File: config.mk
export PLATFORM = sky130hd
export DESIGN_NAME = inv_shift_rows
export DESIGN_NICKNAME = d
export VERILOG_FILES = /design/src/rtl/aes_pkg.sv /design/src/rtl/shift_rows_perm.sv /design/src/rtl/inv_shift_rows.sv
export SDC_FILE = /design/constraint.sdc
export NUM_CORES = 1
export LEC_CHECK = 0
export CAP_MARGIN = 20
export CORE_UTILIZATION = 41
export DETAILED_ROUTE_END_ITERATION = 8
export PLACE_DENSITY = 0.8
export SLEW_MARGIN = 0
export SYNTH_ARGS = -nofsm -noshare
export SYNTH_HDL_FRONTEND = slang
export SYNTH_SLANG_ARGS = --single-unit
File: constraint.sdc
create_clock -name clk -period 6.1 [get_ports clk]
set_input_delay 1.525 -clock clk [delete_from_list [all_inputs] [get_ports clk]]
set_output_delay 1.525 -clock clk [all_outputs]
set_load 0.02 [all_outputs]
File: src/rtl/aes_pkg.sv
// Shared AES state definitions: byte/state typedefs, direction enum and
// conversions between the 128-bit bus vector and the 4x4 state array.
// Byte k of the vector is vec[127-8k -: 8] and maps to state[k % 4][k / 4].
package aes_pkg;

  localparam int unsigned NB      = 4;
  localparam int unsigned BYTE_W  = 8;
  localparam int unsigned STATE_W = NB * NB * BYTE_W;
  localparam int unsigned IDX_W   = $clog2(NB);

  // state[r][c] is one byte, row-major indexing over a column-major bus
  typedef logic [NB-1:0][NB-1:0][BYTE_W-1:0] state_t;

  typedef enum logic {
    DIR_INV = 1'b0,
    DIR_FWD = 1'b1
  } dir_t;

  // 128-bit bus vector -> state array
  function automatic state_t unpack_state(logic [STATE_W-1:0] vec);
    state_t s;
    s = '0;
    for (int unsigned k = 0; k < NB * NB; k++) begin
      s[IDX_W'(k % NB)][IDX_W'(k / NB)] = BYTE_W'(vec >> (BYTE_W * (NB * NB - 1 - k)));
    end
    return s;
  endfunction

  // state array -> 128-bit bus vector, byte 0 in the top bits
  function automatic logic [STATE_W-1:0] pack_state(state_t s);
    logic [STATE_W-1:0] vec;
    vec = '0;
    for (int unsigned k = 0; k < NB * NB; k++) begin
      vec = {vec[STATE_W-BYTE_W-1:0], s[IDX_W'(k % NB)][IDX_W'(k / NB)]};
    end
    return vec;
  endfunction

endpackage

File: src/rtl/shift_rows_perm.sv
// Combinational AES row rotation.
// Ports:
//   state  - input state array
//   dir    - DIR_INV: out[r][(c+r)%4] = in[r][c]; DIR_FWD: out[r][c] = in[r][(c+r)%4]
//   result - permuted state array (pure byte moves)
module shift_rows_perm
  import aes_pkg::*;
(
  input  state_t state,
  input  dir_t   dir,
  output state_t result
);

  logic [IDX_W-1:0] src;

  // Column arithmetic wraps mod 4 through truncation to IDX_W bits
  always_comb begin
    result = '0;
    src    = '0;
    for (int unsigned r = 0; r < NB; r++) begin
      for (int unsigned c = 0; c < NB; c++) begin
        src = (dir == DIR_FWD) ? IDX_W'(c + r) : IDX_W'(c - r);
        result[IDX_W'(r)][IDX_W'(c)] = state[IDX_W'(r)][src];
      end
    end
  end

endmodule

File: src/rtl/inv_shift_rows.sv
// AES InvShiftRows with valid/ready handshake and optional output register.
// Parameter OUT_REG: 1 = registered output (latency 1, full throughput),
//                    0 = combinational pass-through (rst unused).
// Macro INV_SHIFT_ROWS_FWD_EN: adds port fwd; fwd=1 selects forward ShiftRows.
// Ports:
//   clk, rst            - clock, async active-high reset
//   in_valid/in_ready   - input handshake, in_data 128-bit AES state
//   out_valid/out_ready - output handshake, out_data 128-bit permuted state
//   fwd (optional)      - direction select, sampled with in_data
module inv_shift_rows
  import aes_pkg::*;
#(
  parameter int unsigned OUT_REG = 1
) (
  input  logic               clk,
  input  logic               rst,
  input  logic               in_valid,
  output logic               in_ready,
  input  logic [STATE_W-1:0] in_data,
  output logic               out_valid,
  input  logic               out_ready,
  output logic [STATE_W-1:0] out_data
`ifdef INV_SHIFT_ROWS_FWD_EN
  ,
  input  logic               fwd
`endif
);

  dir_t               dir;
  state_t             perm_state;
  logic [STATE_W-1:0] perm_data;

`ifdef INV_SHIFT_ROWS_FWD_EN
  assign dir = fwd ? DIR_FWD : DIR_INV;
`else
  assign dir = DIR_INV;
`endif

  shift_rows_perm u_perm (
    .state  (unpack_state(in_data)),
    .dir    (dir),
    .result (perm_state)
  );

  assign perm_data = pack_state(perm_state);

  if (OUT_REG != 0) begin : g_reg
    logic               valid_q;
    logic [STATE_W-1:0] data_q;

    // Register may load whenever it is empty or being drained this cycle
    assign in_ready  = !valid_q || out_ready;
    assign out_valid = valid_q;
    assign out_data  = data_q;

    always_ff @(posedge clk or posedge rst) begin
      if (rst) begin
        valid_q <= 1'b0;
        data_q  <= '0;
      end else if (in_ready) begin
        valid_q <= in_valid;
        if (in_valid) begin
          data_q <= perm_data;
        end
      end
    end
  end else begin : g_comb
    assign in_ready  = out_ready;
    assign out_valid = in_valid;
    assign out_data  = perm_data;
  end

endmodule

==> results of run 1 <==
==> worst reg2reg max path, delay by kind of cell (launching register included) <==
family,cells,cell delay (ns)
and+or+nand+nor,2,0.72
buffers and inverters,1,0.79
DFF,1,0.40
muxes,1,0.39
==> cells in the final DEF, fill, tap and decap left out <==
cell             netlist  final
clkdlybuf4s50_1        0    261
dfrtp_1              129    129
mux2_4               103    103
mux2_2                25     25
clkbuf_16              0     17
clkbuf_8               0      4
bufinv_16              0      4
clkinv_2               0      4
buf_4                  0      3
clkinvlp_4             0      2
nand2b_4               1      1
nand2_8                0      1
inv_4                  0      1
nand2b_1               1      1
clkbuf_1               0      1
==> layout make-up <==
class | count | area (sq um) | share of cell area
multi-input cells | 131 | 1870 | 0.217
flip-flops and latches | 129 | 3230 | 0.376
well taps | 172 | 215 | 0.0250
clock buffers | 22 | 484 | 0.0564
repair buffers | 264 | 2640 | 0.307
clock inverters | 10 | 155 | 0.0181
inverters | 1 | 6.26 | 0.000728
==> per-stage QoR <==
stage	cell area (sq um)	std cells	power, W
finish	8590	729	0.00290
detailed placement	7950	697	0.00184
floorplan	5350	275	0.00147
global route	8590	729	0.00302
CTS	8590	729	0.00294
global placement	7950	697	0.00183
==> power groups by stage <==
stage | sequential (W) | combinational [W] | clock (W)
floorplan | 0.00122 | 0.000248 | 0
global placement | 0.00106 | 0.000762 | 0
detailed placement | 0.00107 | 0.000774 | 0
CTS | 0.00106 | 0.000777 | 0.00110
global route | 0.00107 | 0.000806 | 0.00115
finish | 0.00106 | 0.000768 | 0.00108
==> state kept, by name, summed over array words and instances (netlist names) <==
register,flops
out_data,128
out_valid,1
==> metal layers <==
| layer | GRT usage | part of all wire | up-vias |
|---|---|---|---|
| met2 | 0.313 | 0.50 | 164 |
| met5 | 0 | 0 | - |
| met4 | 0.110 | 0.036 | 0 |
| met3 | 0.0752 | 0.082 | 32 |
| li1 | - | - | 1502 |
| met1 | 0.217 | 0.38 | 1668 |
==> how the worst max path moves through the flow <==
| stage | start | endpoint | slack, ns | cells past startpoint |
|---|---|---|---|---|
| after global routing | out_ready | in_ready | 1.75 | 3 |
| after floorplan | rst | out_data[0] | 1.13 | 1 |
| after global placement | out_ready | in_ready | 1.82 | 3 |
| final | out_ready | in_ready | 1.78 | 3 |
| after detailed placement | out_ready | in_ready | 1.79 | 3 |
| after CTS | out_ready | in_ready | 1.79 | 3 |
==> logic make-up after synthesis <==
family        Yosys count  synth area share
flops                 129             0.604
mux                   128             0.342
buf+inv                15            0.0482
simple gates            3           0.00585
==> run_results.csv, run 1 <==
group,metric,value,unit
yosys,postSynth.asyncResetShare,1.00,
yosys,synthCells,275,
critical_path,cpPeakStageDelay,0.61,ns
global_route,grt_max_degree,91,
final_layout,n_antenna_cell,0,
final_layout,nets,676,
global_route,antenna_found_initial,0,
global_route,gr-total-overflow,0,
floorplanning,die-area,13500,sq um
floorplanning,row_count,41,
final_layout,fillers,903,
power,p_comb_frac,0.265,
floorplanning,start_util,0.422,
timing,maxSlewViolCount,0,
clocking,htree_num_levels,4,
critical_path,reg2reg_slack,3.68,ns
critical_path,regToRegStartpoint,"out_valid",
routing,routed_wl,12.6,mm
timing,fin_worst_skew,0.00549,ns
clocking,post_cts_buffers,0,
critical_path,worstPathArrival,2.79,ns
power,power_density,338,nW/um^2
clocking,clkLatencyLatePin,0.41,ns
yosys,yosys_warnings,0,
timing,worst_slack,1.78,ns
clocking,cts_resized,0,
critical_path,end_kind,"output port",
timing,max_freq,232,MHz
yosys,syn_area,5350,sq um
power,ir_drop,0.167,mV
routing,drtPass1Iterations,4,
place,gp_congestion,0.688,
flow_run,max-cap-violations,0,
critical_path,worstSetupPathType,"in -> out",
timing,min_period,4.32,ns
power,intPower,0.00216,W
yosys,synth_area_per_cell,19.4,sq um
yosys,synth_most_common_cell,"dfrtp_1",
timing,finalSetupTns,0,ns
yosys,synthTopCellsByCount,"dfrtp_1 (129), mux2_4 (103), mux2_2 (25)",
timing,hold_viol_final,0,
routing,num_vias,3366,
routing,wl_per_cell,17.3,microns
floorplanning,pin_count,262,
critical_path,path_max_fanout,3,
critical_path,cp_top_family,"buffers and inverters",
timing,finalHoldWorstSlack,0.502,ns
place,io_buffer_count,261,
critical_path,cp_common_cell,"clkdlybuf4s50_1",
yosys,yosysSeqAreaShare,0.604,
yosys,yosysTopAreaCell,"dfrtp_1",
routing,ant_nets,0,
hold_path,min_path_cells,1,
global_route,grt_pass1_vias,3623,
clocking,clk_path_buf_depth,2,
place,dpl_worst_slack,1.79,ns
yosys,synth_nets,407,
floorplanning,coreArea,12700,sq um
floorplanning,dieWidth,116,microns
yosys,ys_ff_latch,129,
clocking,cts_root_buffer,"clkbuf_16",
critical_path,start_kind,"input pin",
timing,final-setup-viol-count,0,
timing,period_share,0.708,
clocking,clock-sinks,129,
clocking,numCtsBuffers,17,
final_layout,synthToLayoutAreaGrowth,60.7,%
clocking,clk_pin_slew,0.05,ns
routing,route.detailed.drc,0,
clocking,postCtsHoldBufs,0,
hold_path,hold_class,"reg -> reg",
floorplanning,dieHeight,116,microns
timing,worst_slew_pin_slew,0.900,ns
final_layout,final_util,0.678,
yosys,synth_edf_count,0,
critical_path,crit_required,4.58,ns
yosys,synth_ff_type,"dfrtp_1",
global_route,grt_pass1_wl,19.0,mm
power,switching_share,0.255,
critical_path,cp_cell_sequence,"clkdlybuf4s50_1 > nand2b_4 > clkdlybuf4s50_1",
place,hpwl,9.07,mm
critical_path,ff2ff_path_depth,4,
power,power.share.clock,0.371,
final_layout,drive_above_1_share,0.296,
critical_path,rr_endpoint,"out_data[123]",
clocking,cts_tree,"yes",
routing,dr.first_iter.drc_count,119,
critical_path,critPathBufInv,2,
routing,via_per_inst,4.62,
hold_path,hold_path_end,"out_data[63]",
yosys,yosysTopAreaCellShare,0.604,
critical_path,slowest_stage,"clkdlybuf4s50_1",
hold_path,worstHoldStart,"out_data[63]",
yosys,synth.distinct_cells,9,
power,p_leak,3.87,nW
power,power.switching,0.000740,W
power,p_seq_frac,0.364,
timing,max_slew_margin,0.400,
status,status,"finished clean",
yosys,synth.top_cells.by_area,"dfrtp_1 (60%), mux2_4 (29%), mux2_2 (5.3%), buf_12 (4.1%), buf_6 (0.63%)",
global_route,track_usage,0.193,
timing,rsz0062_at_grt,"false",
(Power assumes the default switching activity.)
==> run 2, diff against run 1 <==
==> constraint.sdc (replaced) <==
create_clock -name clk -period 4.4 [get_ports clk]
set_input_delay 1.1 -clock clk [delete_from_list [all_inputs] [get_ports clk]]
set_output_delay 1.1 -clock clk [all_outputs]
set_load 0.02 [all_outputs]
==> run 2 against run 1 <==
First-iteration DRC count is 11% higher. Combinational power grew 39%. Largest cell class unchanged. Via count is 0.95% lower. Final cell count increased by 0.14%. Hold slack hardly changed.
==> run_results.csv, run 2 (synthesis gave the netlist of run 1 again) <==
group,metric,value,unit
status,status,"finished clean",
floorplanning,start_util,0.422,
global_route,antenna_found_initial,0,
place,hpwl,8.91,mm
critical_path,worstSetupPathType,"in -> out",
timing,final-setup-viol-count,0,
floorplanning,pin_count,262,
critical_path,slowest_stage,"clkdlybuf4s50_1",
critical_path,crit_required,3.30,ns
power,p_leak,3.83,nW
flow_run,max-cap-violations,0,
clocking,clkLatencyLatePin,0.41,ns
floorplanning,row_count,41,
timing,max_freq,292,MHz
timing,finalSetupTns,0,ns
critical_path,cpPeakStageDelay,0.61,ns
final_layout,nets,677,
global_route,grt_pass1_vias,3655,
place,io_buffer_count,261,
clocking,post_cts_buffers,0,
power,power_density,450,nW/um^2
clocking,clk_pin_slew,0.05,ns
clocking,numCtsBuffers,17,
floorplanning,coreArea,12700,sq um
floorplanning,dieHeight,116,microns
timing,min_period,3.43,ns
place,dpl_cell_area,7990,sq um
timing,maxSlewViolCount,0,
timing,hold_viol_final,0,
clocking,postCtsHoldBufs,0,
hold_path,hold_class,"reg -> reg",
final_layout,synthToLayoutAreaGrowth,59.8,%
clocking,clk_path_buf_depth,2,
timing,fin_worst_skew,0.00446,ns
final_layout,largest_reg_flops,128,
timing,period_share,0.779,
routing,ant_nets,0,
timing,rsz0062_at_grt,"false",
critical_path,path_max_fanout,3,
routing,wl_per_cell,17.1,microns
critical_path,end_kind,"output port",
final_layout,mostFrequentLayoutCells,"clkdlybuf4s50_1 (261), dfrtp_1 (129), mux2_4 (103)",
clocking,cts_tree,"yes",
routing,num_vias,3334,
global_route,grt_max_degree,88,
routing,drtPass1Iterations,4,
global_route,track_usage,0.188,
clocking,cts_resized,0,
final_layout,stdcell_area,8540,sq um
timing,worst_slew_pin_slew,0.858,ns
clocking,clock-sinks,129,
place,gp_congestion,0.720,
routing,via_per_inst,4.57,
routing,dr.first_iter.drc_count,132,
critical_path,cp_cell_sequence,"clkdlybuf4s50_1 > nand2b_4 > clkdlybuf4s50_1",
final_layout,n_antenna_cell,0,
floorplanning,dieWidth,116,microns
routing,route.detailed.drc,0,
critical_path,start_kind,"input pin",
critical_path,worstPathArrival,2.33,ns
routing,routed_wl,12.5,mm
floorplanning,die-area,13500,sq um
timing,max_slew_margin,0.428,
final_layout,final_common_cell,"clkdlybuf4s50_1",
global_route,grt_pass1_wl,18.8,mm
global_route,gr-total-overflow,0,
clocking,cts_root_buffer,"clkbuf_16",
critical_path,cp_common_cell,"clkdlybuf4s50_1",
power,ir_drop,0.280,mV
final_layout,drive_above_1_share,0.292,
clocking,htree_num_levels,4,
-- run 2: cell types whose count changed in the layout (fill, tap and decap cells not counted), sizes merged --
cell / before / now
bufinv: 4 / 2
clkbuf: 22 / 21
clkinv: 4 / 5
clkinvlp: 2 / 5
inv: 1 / 0
buf: 3 / 4
-- run 2: metrics by stage --
step                      cells  hold slack, ns  power (W)  setup WS (ns)   util
final                       730           0.502    0.00385          0.971  0.674
after global routing        730           0.516    0.00401          0.944  0.674
after CTS                   730           0.505    0.00390          0.962  0.674
after detailed placement    698           0.492    0.00256          0.979  0.630
after global placement      698           0.488    0.00253          0.971  0.630
after floorplan             275           0.635    0.00203           1.70      -
-- run 2: layout make-up --
type	instances	area [sq um]
clock buffer	21	440
clock inverter	11	115
fill	906	4130
inverter	1	7.51
multi-input combinational	131	1870
sequential	129	3230
tap	172	215
timing repair buffer	265	2670
-- run 2: metal layers --
layer / GRT usage / up-vias / routed length [microns]
met5: 0 / - / 0
met4: 0.0821 / 0 / 279
met3: 0.0872 / 18 / 1090
met2: 0.316 / 150 / 6380
met1: 0.204 / 1660 / 4730
li1: - / 1506 / -
-- run 2: power breakdown --
part	internal, W	switching [W]	total, W	leakage (nW)
Combinational	0.000633	0.000436	0.00107	2.06
Sequential	0.00136	0.000102	0.00146	1.51
Clock	0.000826	0.000487	0.00131	0.263
Total	0.00282	0.00103	0.00385	3.83
-- run 2: path summary, 6_finish.rpt --
kind                                   start       endpoint  slack [ns]  cells past startpoint
worst min register to register  out_data[93]   out_data[93]        0.50                      1
min in group asynchronous                rst   out_data[43]        1.19                      2
worst max register to register     out_valid  out_data[118]        2.38                      4
worst max-delay path               out_ready       in_ready        0.97                      3
worst min-delay path            out_data[93]   out_data[93]        0.50                      1
max in group asynchronous                rst   out_data[53]        2.32                      3
-- run 2: critical path: cells and delay by family --
family                 cells  cell delay [ns]
and+or+nand+nor            1             0.16
buffers and inverters      2             1.07
==> run 3, diff against run 2 <==
==> constraint.sdc (replaced) <==
create_clock -name clk -period 3.4 [get_ports clk]
set_input_delay 0.85 -clock clk [delete_from_list [all_inputs] [get_ports clk]]
set_output_delay 0.85 -clock clk [all_outputs]
set_load 0.02 [all_outputs]
==> run 3 against run 2 <==
Setup slack worse by 0.53 ns. Critical endpoint unchanged. Register-to-register slack worse by 0.67 ns. Clock power increased by 31%. Clock skew is 0.00073 ns higher. Highest routed layer unchanged. Core utilization is 0.37 points higher. Clock-buffer cell count is 2 higher. Sequential cell count unchanged. Largest power group unchanged. Hold slack got worse by 0.0013 ns. Sequential power is 29% higher. Largest cell class unchanged. Non-clock buffer count increased by 1. Sequential share of layout area fell by 0.20 points.
==> run_results.csv, run 3 (synthesis gave the netlist of run 1 again) <==
group,metric,value,unit
timing,min_period,2.96,ns
floorplanning,dieWidth,116,microns
floorplanning,start_util,0.422,
critical_path,crit_required,2.55,ns
routing,drtPass1Iterations,4,
clocking,clk_path_buf_depth,2,
critical_path,regToRegStartpoint,"out_valid",
critical_path,endpoint,"in_ready",
floorplanning,coreArea,12700,sq um
power,power_density,582,nW/um^2
clocking,clkLatencyLatePin,0.41,ns
final_layout,mostFrequentLayoutCells,"clkdlybuf4s50_1 (261), dfrtp_1 (129), mux2_4 (103)",
critical_path,path_max_fanout,3,
routing,ant_nets,0,
final_layout,n_antenna_cell,0,
routing,routed-wl-met2,6.51,mm
critical_path,end_kind,"output port",
hold_path,hold_class,"reg -> reg",
timing,max_slew_margin,0.560,
final_layout,synthToLayoutAreaGrowth,60.7,%
timing,final-setup-viol-count,0,
status,status,"finished clean",
flow_run,max-cap-violations,0,
routing,top_layer_used,"met4",
clocking,cts_resized,0,
global_route,grt_pass1_wl,18.8,mm
global_route,gr-total-overflow,0,
final_layout,nets,678,
timing,worst_slack,0.438,ns
routing,wl_met1,4.81,mm
place,io_buffer_count,261,
critical_path,critPathLaunch,"out_ready",
timing,rsz0062_at_grt,"false",
floorplanning,die-area,13500,sq um
global_route,grt_max_degree,130,
place,gp_congestion,0.737,
final_layout,largest_reg_flops,128,
clocking,cts_root_buffer,"clkbuf_16",
clocking,clock-sinks,129,
clocking,numCtsBuffers,17,
critical_path,start_kind,"input pin",
routing,routed_wl,12.6,mm
timing,hold_viol_final,0,
timing,finalSetupTns,0,ns
final_layout,drive_above_1_share,0.297,
floorplanning,pin_count,262,
power,ir_drop,0.304,mV
global_route,track_usage,0.188,
global_route,antenna_found_initial,0,
floorplanning,dieHeight,116,microns
critical_path,rr_endpoint,"out_data[66]",
final_layout,fillers,910,
routing,dr.first_iter.drc_count,154,
routing,route.detailed.drc,0,
clocking,cts_tree,"yes",
routing,wl_per_cell,17.2,microns
clocking,htree_num_levels,4,
critical_path,worstPathArrival,2.11,ns
floorplanning,row_count,41,
global_route,grt_pass1_vias,3602,
routing,num_vias,3355,
timing,worst_slew_pin_slew,0.660,ns
place,dpl_worst_slack,0.427,ns
critical_path,worstSetupPathType,"in -> out",
clocking,post_cts_buffers,0,
routing,via_per_inst,4.59,
power,p_leak,3.86,nW
clocking,clk_pin_slew,0.05,ns
routing,dr_wl_met3,975,microns
critical_path,reg2reg_slack,1.71,ns
critical_path,ff2ff_path_depth,4,
timing,max_freq,338,MHz
timing,fin_worst_skew,0.00519,ns
timing,period_share,0.871,
place,hpwl,8.82,mm
timing,maxSlewViolCount,0,
final_layout,final_common_cell,"clkdlybuf4s50_1",
clocking,postCtsHoldBufs,0,
run 3: changes by cell type in the layout (fill, tap and decap cells not counted), sizes merged:
cell      previous run  this run
clkbuf              21        23
clkinvlp             5         4
bufinv               2         1
buf                  4         5
run 3: metrics by stage:
step	cells	util	area, sq um	hold WS, ns	power, W
2_1_floorplan	275	-	5350	0.635	0.00263
3_3_place_gp	699	0.633	8020	0.488	0.00328
3_5_place_dp	699	0.633	8020	0.490	0.00331
4_1_cts	731	0.678	8590	0.506	0.00506
5_1_grt	731	0.678	8590	0.516	0.00520
6_report	731	0.678	8590	0.501	0.00500
run 3: layout make-up:
class	count	area, sq um	share of cell area
flip-flops and latches	129	3230	0.376
inverters	1	7.51	0.000874
clock inverters	9	81.3	0.00947
repair buffers	266	2700	0.314
multi-input cells	131	1870	0.218
clock buffers	23	488	0.0568
well taps	172	215	0.0251
run 3: critical path: stages:
cell	delay, ns
clkdlybuf4s50_1	0.48
nand2b_4	0.17
clkdlybuf4s50_1	0.61
run 3: worst min path at each step:
stage	start	endpoint	depth (start not counted)
final	out_data[52]	out_data[52]	1
after global routing	out_data[5]	out_data[5]	1
after CTS	out_data[51]	out_data[51]	1
after detailed placement	out_data[94]	out_data[94]	1
after global placement	out_data[54]	out_data[54]	1
after floorplan	out_data[51]	out_data[51]	1
run 3: power by group:
part / internal, W / leakage [nW] / total [W] / switching (W)
Combinational: 0.000820 / 2.08 / 0.00139 / 0.000566
Sequential: 0.00176 / 1.51 / 0.00189 / 0.000130
Clock: 0.00108 / 0.275 / 0.00172 / 0.000642
Total: 0.00366 / 3.86 / 0.00500 / 0.00134
run 3: per-layer routing:
| metal | up-vias | GRT usage |
|---|---|---|
| met5 | - | 0 |
| met4 | 0 | 0.0880 |
| met3 | 23 | 0.0716 |
| met2 | 149 | 0.319 |
| met1 | 1677 | 0.209 |
| li1 | 1506 | - |
